**config.mk**
```make
export PLATFORM = sky130hd
export DESIGN_NAME = frame_hdr_parse
export DESIGN_NICKNAME = d
export VERILOG_FILES = /design/src/rtl/frame_hdr_parse.sv
export SDC_FILE = /design/constraint.sdc
export NUM_CORES = 1
export LEC_CHECK = 0
export BUFFER_PORTS_ARGS = -buffer_cell sky130_fd_sc_hd__buf_2
export CAP_MARGIN = 0
export CORE_ASPECT_RATIO = 1.1
export CORE_UTILIZATION = 59
export DETAILED_ROUTE_END_ITERATION = 10
export PLACE_DENSITY = 0.85
export SETUP_SLACK_MARGIN = 0.3
export SYNTH_ARGS = -nofsm -noshare
export SYNTH_HDL_FRONTEND = slang
export SYNTH_SLANG_ARGS = --single-unit
```
**constraint.sdc**
```tcl
create_clock -name clock -period 5.25 [get_ports clock]
set_clock_uncertainty 0.1 [all_clocks]
set_input_delay 0.525 -clock clock [delete_from_list [all_inputs] [get_ports clock]]
set_output_delay 0.525 -clock clock [all_outputs]
set_load 0.02 [all_outputs]
```
**src/rtl/frame_hdr_parse.sv**
```systemverilog
// frame_hdr_parse
// Hunts a 32-bit word stream for a sync word, captures the following size
// word, announces it to the downstream payload counter (size_valid/size/
// data_start) and forwards the payload with a two-stage pipeline so that
// out_last lines up with the counter's own last flag. A gap inside the
// payload aborts the frame with a one-cycle err pulse.
module frame_hdr_parse #(
  parameter logic [31:0] SYNC_WORD = 32'hA5A5_5A5A,
  parameter logic [31:0] MAX_LEN   = 32'd1024
) (
  input  logic        clock,
  input  logic        rst,
  input  logic        in_valid,
  input  logic [31:0] in_data,
  output logic        size_valid,
  output logic [31:0] size,
  output logic        data_start,
  output logic        out_valid,
  output logic [31:0] out_data,
  output logic        out_last,
  output logic        err,
  output logic [15:0] frame_cnt
);

  typedef enum logic [1:0] {
    ST_HUNT    = 2'd0,
    ST_SIZE    = 2'd1,
    ST_WAIT    = 2'd2,
    ST_PAYLOAD = 2'd3
  } state_t;

  state_t      state_q, state_d;
  logic [31:0] remaining_q, remaining_d;
  logic [31:0] size_q, size_d;
  logic        size_valid_q, size_valid_d;
  logic        data_start_q, data_start_d;
  logic        err_q, err_d;

  // Word accepted as payload this cycle, and whether it is the final one.
  logic        acc_s;
  logic        acc_last_s;

  // First payload pipeline stage (word accepted one cycle ago).
  logic        s1_valid_q;
  logic        s1_last_q;
  logic [31:0] s1_data_q;

  // Output stage (word accepted two cycles ago).
  logic        out_valid_q;
  logic        out_last_q;
  logic [31:0] out_data_q;

  logic [15:0] frame_cnt_q;

  // Next-state, size capture and event decode for the header FSM.
  always_comb begin
    state_d      = state_q;
    remaining_d  = remaining_q;
    size_d       = size_q;
    size_valid_d = 1'b0;
    data_start_d = 1'b0;
    err_d        = 1'b0;
    acc_s        = 1'b0;
    acc_last_s   = 1'b0;
    case (state_q)
      ST_HUNT: begin
        if (in_valid && (in_data == SYNC_WORD)) begin
          state_d = ST_SIZE;
        end else begin
          state_d = ST_HUNT;
        end
      end
      ST_SIZE: begin
        if (in_valid) begin
          // Unsigned compare: huge values (top bit set) are rejected too.
          if ((in_data == 32'd0) || (in_data > MAX_LEN)) begin
            err_d   = 1'b1;
            state_d = ST_HUNT;
          end else begin
            remaining_d  = in_data;
            size_valid_d = 1'b1;
            size_d       = in_data - 32'd1;
            state_d      = ST_WAIT;
          end
        end else begin
          state_d = ST_SIZE;
        end
      end
      ST_WAIT: begin
        if (in_valid) begin
          acc_s        = 1'b1;
          data_start_d = 1'b1;
          remaining_d  = remaining_q - 32'd1;
          if (remaining_q == 32'd1) begin
            acc_last_s = 1'b1;
            state_d    = ST_HUNT;
          end else begin
            state_d = ST_PAYLOAD;
          end
        end else begin
          state_d = ST_WAIT;
        end
      end
      ST_PAYLOAD: begin
        if (in_valid) begin
          acc_s       = 1'b1;
          remaining_d = remaining_q - 32'd1;
          if (remaining_q == 32'd1) begin
            acc_last_s = 1'b1;
            state_d    = ST_HUNT;
          end else begin
            state_d = ST_PAYLOAD;
          end
        end else begin
          // Downstream counter decrements every cycle, so a gap is fatal.
          err_d       = 1'b1;
          remaining_d = 32'd0;
          state_d     = ST_HUNT;
        end
      end
      default: begin
        state_d     = ST_HUNT;
        remaining_d = 32'd0;
      end
    endcase
  end

  // FSM state, header outputs and frame counter registers.
  always_ff @(posedge clock) begin
    if (rst) begin
      state_q      <= ST_HUNT;
      remaining_q  <= 32'd0;
      size_q       <= 32'd0;
      size_valid_q <= 1'b0;
      data_start_q <= 1'b0;
      err_q        <= 1'b0;
      frame_cnt_q  <= 16'd0;
    end else begin
      state_q      <= state_d;
      remaining_q  <= remaining_d;
      size_q       <= size_d;
      size_valid_q <= size_valid_d;
      data_start_q <= data_start_d;
      err_q        <= err_d;
      if (acc_s && acc_last_s) begin
        frame_cnt_q <= frame_cnt_q + 16'd1;
      end
    end
  end

  // Two-stage payload pipeline; aborted frames still drain what was accepted.
  always_ff @(posedge clock) begin
    if (rst) begin
      s1_valid_q  <= 1'b0;
      s1_last_q   <= 1'b0;
      s1_data_q   <= 32'd0;
      out_valid_q <= 1'b0;
      out_last_q  <= 1'b0;
      out_data_q  <= 32'd0;
    end else begin
      s1_valid_q  <= acc_s;
      s1_last_q   <= acc_s & acc_last_s;
      if (acc_s) begin
        s1_data_q <= in_data;
      end
      out_valid_q <= s1_valid_q;
      out_last_q  <= s1_valid_q & s1_last_q;
      out_data_q  <= s1_data_q;
    end
  end

  assign size_valid = size_valid_q;
  assign size       = size_q;
  assign data_start = data_start_q;
  assign out_valid  = out_valid_q;
  assign out_data   = out_data_q;
  assign out_last   = out_last_q;
  assign err        = err_q;
  assign frame_cnt  = frame_cnt_q;

endmodule

```
# [Yosys cells after proc, flatten, opt, wreduce, memory -nomap -nowiden]
# Index checks and enable logic that the tools add are counted.
# W data, S select, Z words.
[word_totals] wordCells=64 ff_bits=153
[classes] bitwise=6 n_eq_ne=8 mux=22 addsub=3 n_lt_le_gt_ge=1 n_reduce_logical=11
[op_table] op="$mux W32" count=4
[op_table] op="$pmux W32 S3" count=1
[op_table] op="$sub A32 B1 Y32 const B" count=2
[op_table] op="$eq A32 B1 Y1 const B" count=1
[op_table] op="$eq A32 B32 Y1 const B" count=1
[op_table] op="$gt A32 B11 Y1 const B" count=1
[op_table] op="$logic_not A32 Y1" count=1
[op_table] op="$add A16 B1 Y16 const B" count=1
[op_table] op="$mux W1" count=10
[op_table] op="$mux W2" count=5
[op_table] op="$pmux W2 S4" count=1
[op_table] op="$ne A2 B2 Y1 const B" count=3
[op_table] op="$eq A2 B2 Y1 const B" count=2
[op_table] op="$not A1 Y1" count=4
[op_table] op="$reduce_and A4 Y1" count=1
[op_table] op="$reduce_or A2 Y1" count=2
[op_table] op="$reduce_and A3 Y1" count=1
[op_table] op="$reduce_bool A3 Y1" count=1
[op_table] op="$reduce_or A3 Y1" count=1
[op_table] op="$and A1 B1 Y1" count=2
[op_table] op="$eq A2 B1 Y1 const B" count=1
[op_table] op="$logic_and A1 B1 Y1" count=2
[op_table] op="$logic_not A2 Y1" count=1
[op_table] op="$pmux W1 S2" count=1
[op_table] op="$logic_or A1 B1 Y1" count=1

# [Depth between registers and ports, before layout]
[logic_depth] word_depth=5 mapped_depth=8 ltp_nobuf=7

# [Least setup slack after synthesis]
# OpenSTA, ideal clock, no wires.
[synth_path] path_type="input -> register" from="input port in_data[2]" to="register size_q[10], in the netlist size[10]" required_ps=5070 path_buffers=2 t_arrival_ps=2380 setup_ps=80 path_stages=7 slack_ps=2691 path_cell_list="buf_2 -> nor4_4 -> nand4_4 -> a2111oi_4 -> buf_6 -> nor2_1 -> a211oi_2"
[synth_via] elab_chain_cells=4 word_cells_on_any_way=6 classes_between="add/sub (1); order compare (1); bitwise (1); reduce/logical (3)"
[synth_rtl] element="start: declaration" line_no="14" source="input logic [31:0] in_data,"
[synth_rtl] element="$gt A32 B11 Y1 or $logic_not A32 Y1 (tied branches)" line_no="76" source="if ((in_data == 32'd0) || (in_data > MAX_LEN)) begin"
[synth_rtl] element="$logic_or A1 B1 Y1" line_no="76"
[synth_rtl] element="$not A1 Y1 (no line)"
[synth_rtl] element="$reduce_and A3 Y1 (no line)"
[synth_rtl] element="end signal: assignment" line_no="141" source="size_q <= size_d;"
[synth_rtl] element="end: declaration" line_no="34" source="logic [31:0] size_q, size_d;"
# Parallel ways exist; a longest one is shown, timed or not.
# A chain may end at the register's enable or synchronous reset.

# [Final worst setup path]
[layout_path] from="register state_q[1]" to="register s1_data_q[25]"
[layout_via] elab_chain_cells=3 word_cells_on_any_way=4 classes_between="eq/ne (2); mux (1); reduce/logical (1)"
[layout_rtl] element="start: declaration" line_no="32" source="state_t state_q, state_d;"
[layout_rtl] element="start signal: assignment" line_no="139" source="state_q <= state_d;"
[layout_rtl] element="$eq A2 B2 Y1" line_no="65" source="case (state_q)"
[layout_rtl] element="$reduce_or A2 Y1 (no line) *"
[layout_rtl] element="$mux W1 *"
[layout_rtl] element="end signal: assignment" line_no="164" source="s1_data_q <= in_data;"
[layout_rtl] element="end: declaration" line_no="46" source="logic [31:0] s1_data_q;"
# Mark *: on every way between the ends. The rest lies on a longest branch, timed or not.

==> results.md <==
* Final hold violations at 0
* Primary FF master, synth: dfxtp_1
* Area Overhead vs Synth at 19.3%
* Pre-antenna DRT Iters at 8
* Synthesized area at 6310 sq um
* All-Layer GR Usage at 31.2%
* Commonest non-fill, non-tap cells in the layout: 153 x dfxtp_1, 118 x buf_2, 57 x nand2_1
* IO buf count at 119
* Worst setup SP type: register
* Slew Limit Fails at 0
* Global routing usage on met2 at 50.8%
* Required @ worst endpoint at 5.51 ns
* Post-synth top area share at 48.5%
* WP buf/inv at 1
* Worst-path clk slew at 0.07 ns
* Final routed DRC violation total at 0
* Synth warnings at 0
* Pin count of the biggest net entering global routing at 89
* Register area share after synthesis at 48.5%
* Vias per cell at 6.32
* Met1 global-route usage at 39.3%
* Slowest cell on the critical path: and2_1
* Synthesis-stage register bit count at 153
* Crit-path leading delay family: simple AND/OR/NAND/NOR gates
* Status: finished, final reports clean
* Dpl hpwl at 11200 microns
* Nets@finish at 820
* Critical path arrival at 3.37 ns
* Final setup fails at 0
* Final setup margin at 2.14 ns
* CTS tree: built
* Die area at 11100 sq um
* Synth top area cells: dfxtp_1 49%, a21oi_1 4.1%, nand2_1 3.4%
* Diode count at 0
* Timing-limited maximum frequency at 0.322 GHz
* Async set-reset flop share out of synthesis at 0%
* Clock Tree Root: clkbuf_16
* Post-synth cell types at 67
* DRT Wirelength at 16900 microns
* CP Capture Type: register
* Post-synth EDFFs at 0
* First-pass GRT wire length at 27200 microns
* Setup Fix Bufs, Post-CTS at 0
* Leakage power at 0.00305 uW
* RSZ-0062 raised after global routing: false
* Total CTS buffers at 17
* Initial antenna violation count at 0
* Clk_lat worst skew at 0.42 ns
* Vias in the first global route at 5577
* Setup TNS at 0 ns
* GRT Residual Overflow at 0
* CTS max path bufs at 2
* PwrDens at 321 nW/um^2
* Routed via count at 5913
* Commonest non-fill, non-tap cell in the layout: dfxtp_1
* Dpl ws at 2.22 ns
* Area leader, netlist: dfxtp_1
* Proportion of layout cells with a drive suffix above 1 at 22.3%
* # rows at 39
* Final period utilization at 59.2%
* Max FO, Critical Path at 32
* Gates resized, CTS repair at 0
* Die width at 101 microns
* Finished Core Util at 72.4%
* Syn_nets at 716
* Crit path largest cell delay at 0.85 ns
* Final ANT Viol Nets at 0
* CTS Hold Bufs at 0
* Syn Area/Cell at 9.35 sq um
* Post-layout minimum cycle time at 3.11 ns
* CP Cell Sequence: and2_1 > nand2_1 > inv_1 > o22a_1
* Worst Path Class, Setup: register to register
* # fillers at 758
* Io pins at 120
* DRT iter0 DRCs at 630
* WHS at 0.241 ns
* FF+latch area at 3060 sq um
* Gr busiest metal: met2
* Core area at 10400 sq um
* Global placer's final weighted congestion at 0.878
* Max transition margin at 28.5%
* Actual slew at the worst max-slew pin at 1.07 ns
* Clk sinks at 153
* Max-cap violations at 0
* Routed length per instance at 18.0 microns
* Die H at 110 microns
* HP Class: primary input to register
* Multi-input logic area at 3020 sq um
* Mapped Cells at 675
* Worst VDD drop at 0.256 mV
* GRT met3 Usage at 8.04%
* Initial core utilization at 60.7%
* CTS H-tree lvls at 4
## final cells by class
cell class / count / area share [%]
flip-flops and latches: 153 / 40.7
clock inverters: 14 / 1.88
well taps: 143 / 2.38
inverters: 18 / 0.897
clock buffers: 18 / 5.70
multi-input cells: 466 / 40.1
repair buffers: 123 / 8.34
## metal layers
metal	vias up	wire, microns
li1	2724	-
met1	2839	6990
met2	310	8200
met3	40	1290
met4	0	376
met5	-	0
## synthesized netlist by cell type, drive strengths merged, types with 2 or more instances
master and n:
dfxtp 153, nand2 57, a21oi 53, nor2 43, nand3 37, nor2b 34
clkbuf 26, o22a 22, nor3 18, inv 17, nand4 15, o21ai 14
or3 14, a211oi 13, buf 12, nor4 12, a31oi 11, xnor2 10
a2bb2oi 9, or4 9, a32o 8, and3 8, and4 6, ha 6
o31ai 6, o311ai 5, o32ai 5, a311oi 4, nand2b 4, a2111oi 3
a22o 3, and2 3, mux2i 3, nor3b 3, o211ai 3, o22ai 3
a2111o 2, a222oi 2, a31o 2, nor4b 2, or3b 2, or4bb 2
## report_power, final
group	total, uW	switching, uW	internal (uW)	leakage, uW
logic	73.1	52.2	20.9	0.00155
clock network	1180	516	665	0.000272
registers	1160	0.00000000572	1160	0.00123
## registers in the layout, indices dropped and copies added, names as in the netlist
register,count
s1_valid_q,1
s1_data_q,32
size,32
out_last,1
remaining_q,32
out_valid,1
s1_last_q,1
data_start,1
size_valid,1
state_q,2
err,1
out_data,32
frame_cnt,16
## stage by stage
step	instances	total power, uW	area (sq um)
floorplan	675	1220	6310
global placement	903	1250	6960
detailed placement	903	1260	6960
CTS	935	2420	7530
global route	935	2470	7530
finish	935	2420	7530
## kinds of logic after synthesis
group	share of synthesized area (%)
compound gates	20.7
xor+xnor	1.53
fa+ha+maj	1.19
buf+inv	3.63
flops	48.5
mux	0.476
simple gates	24.0
## path summary, 6_finish.rpt
| path | endpoint | slack [ns] | startpoint | depth (start not counted) |
|---|---|---|---|---|
| hold reg to reg | out_last | 0.32 | s1_last_q | 1 |
| setup reg to reg | s1_data_q[25] | 2.14 | state_q[1] | 4 |
| setup / recovery | s1_data_q[25] | 2.14 | state_q[1] | 4 |
| hold / removal | s1_data_q[22] | 0.24 | in_data[22] | 2 |
## worst reg2reg max path, cell delays in order (launching register included)
cell and delay (ns):
dfxtp_1 0.72, and2_1 0.86, nand2_1 0.24, inv_1 0.83, o22a_1 0.30
Note: power is estimated with default switching activity, not from simulation.
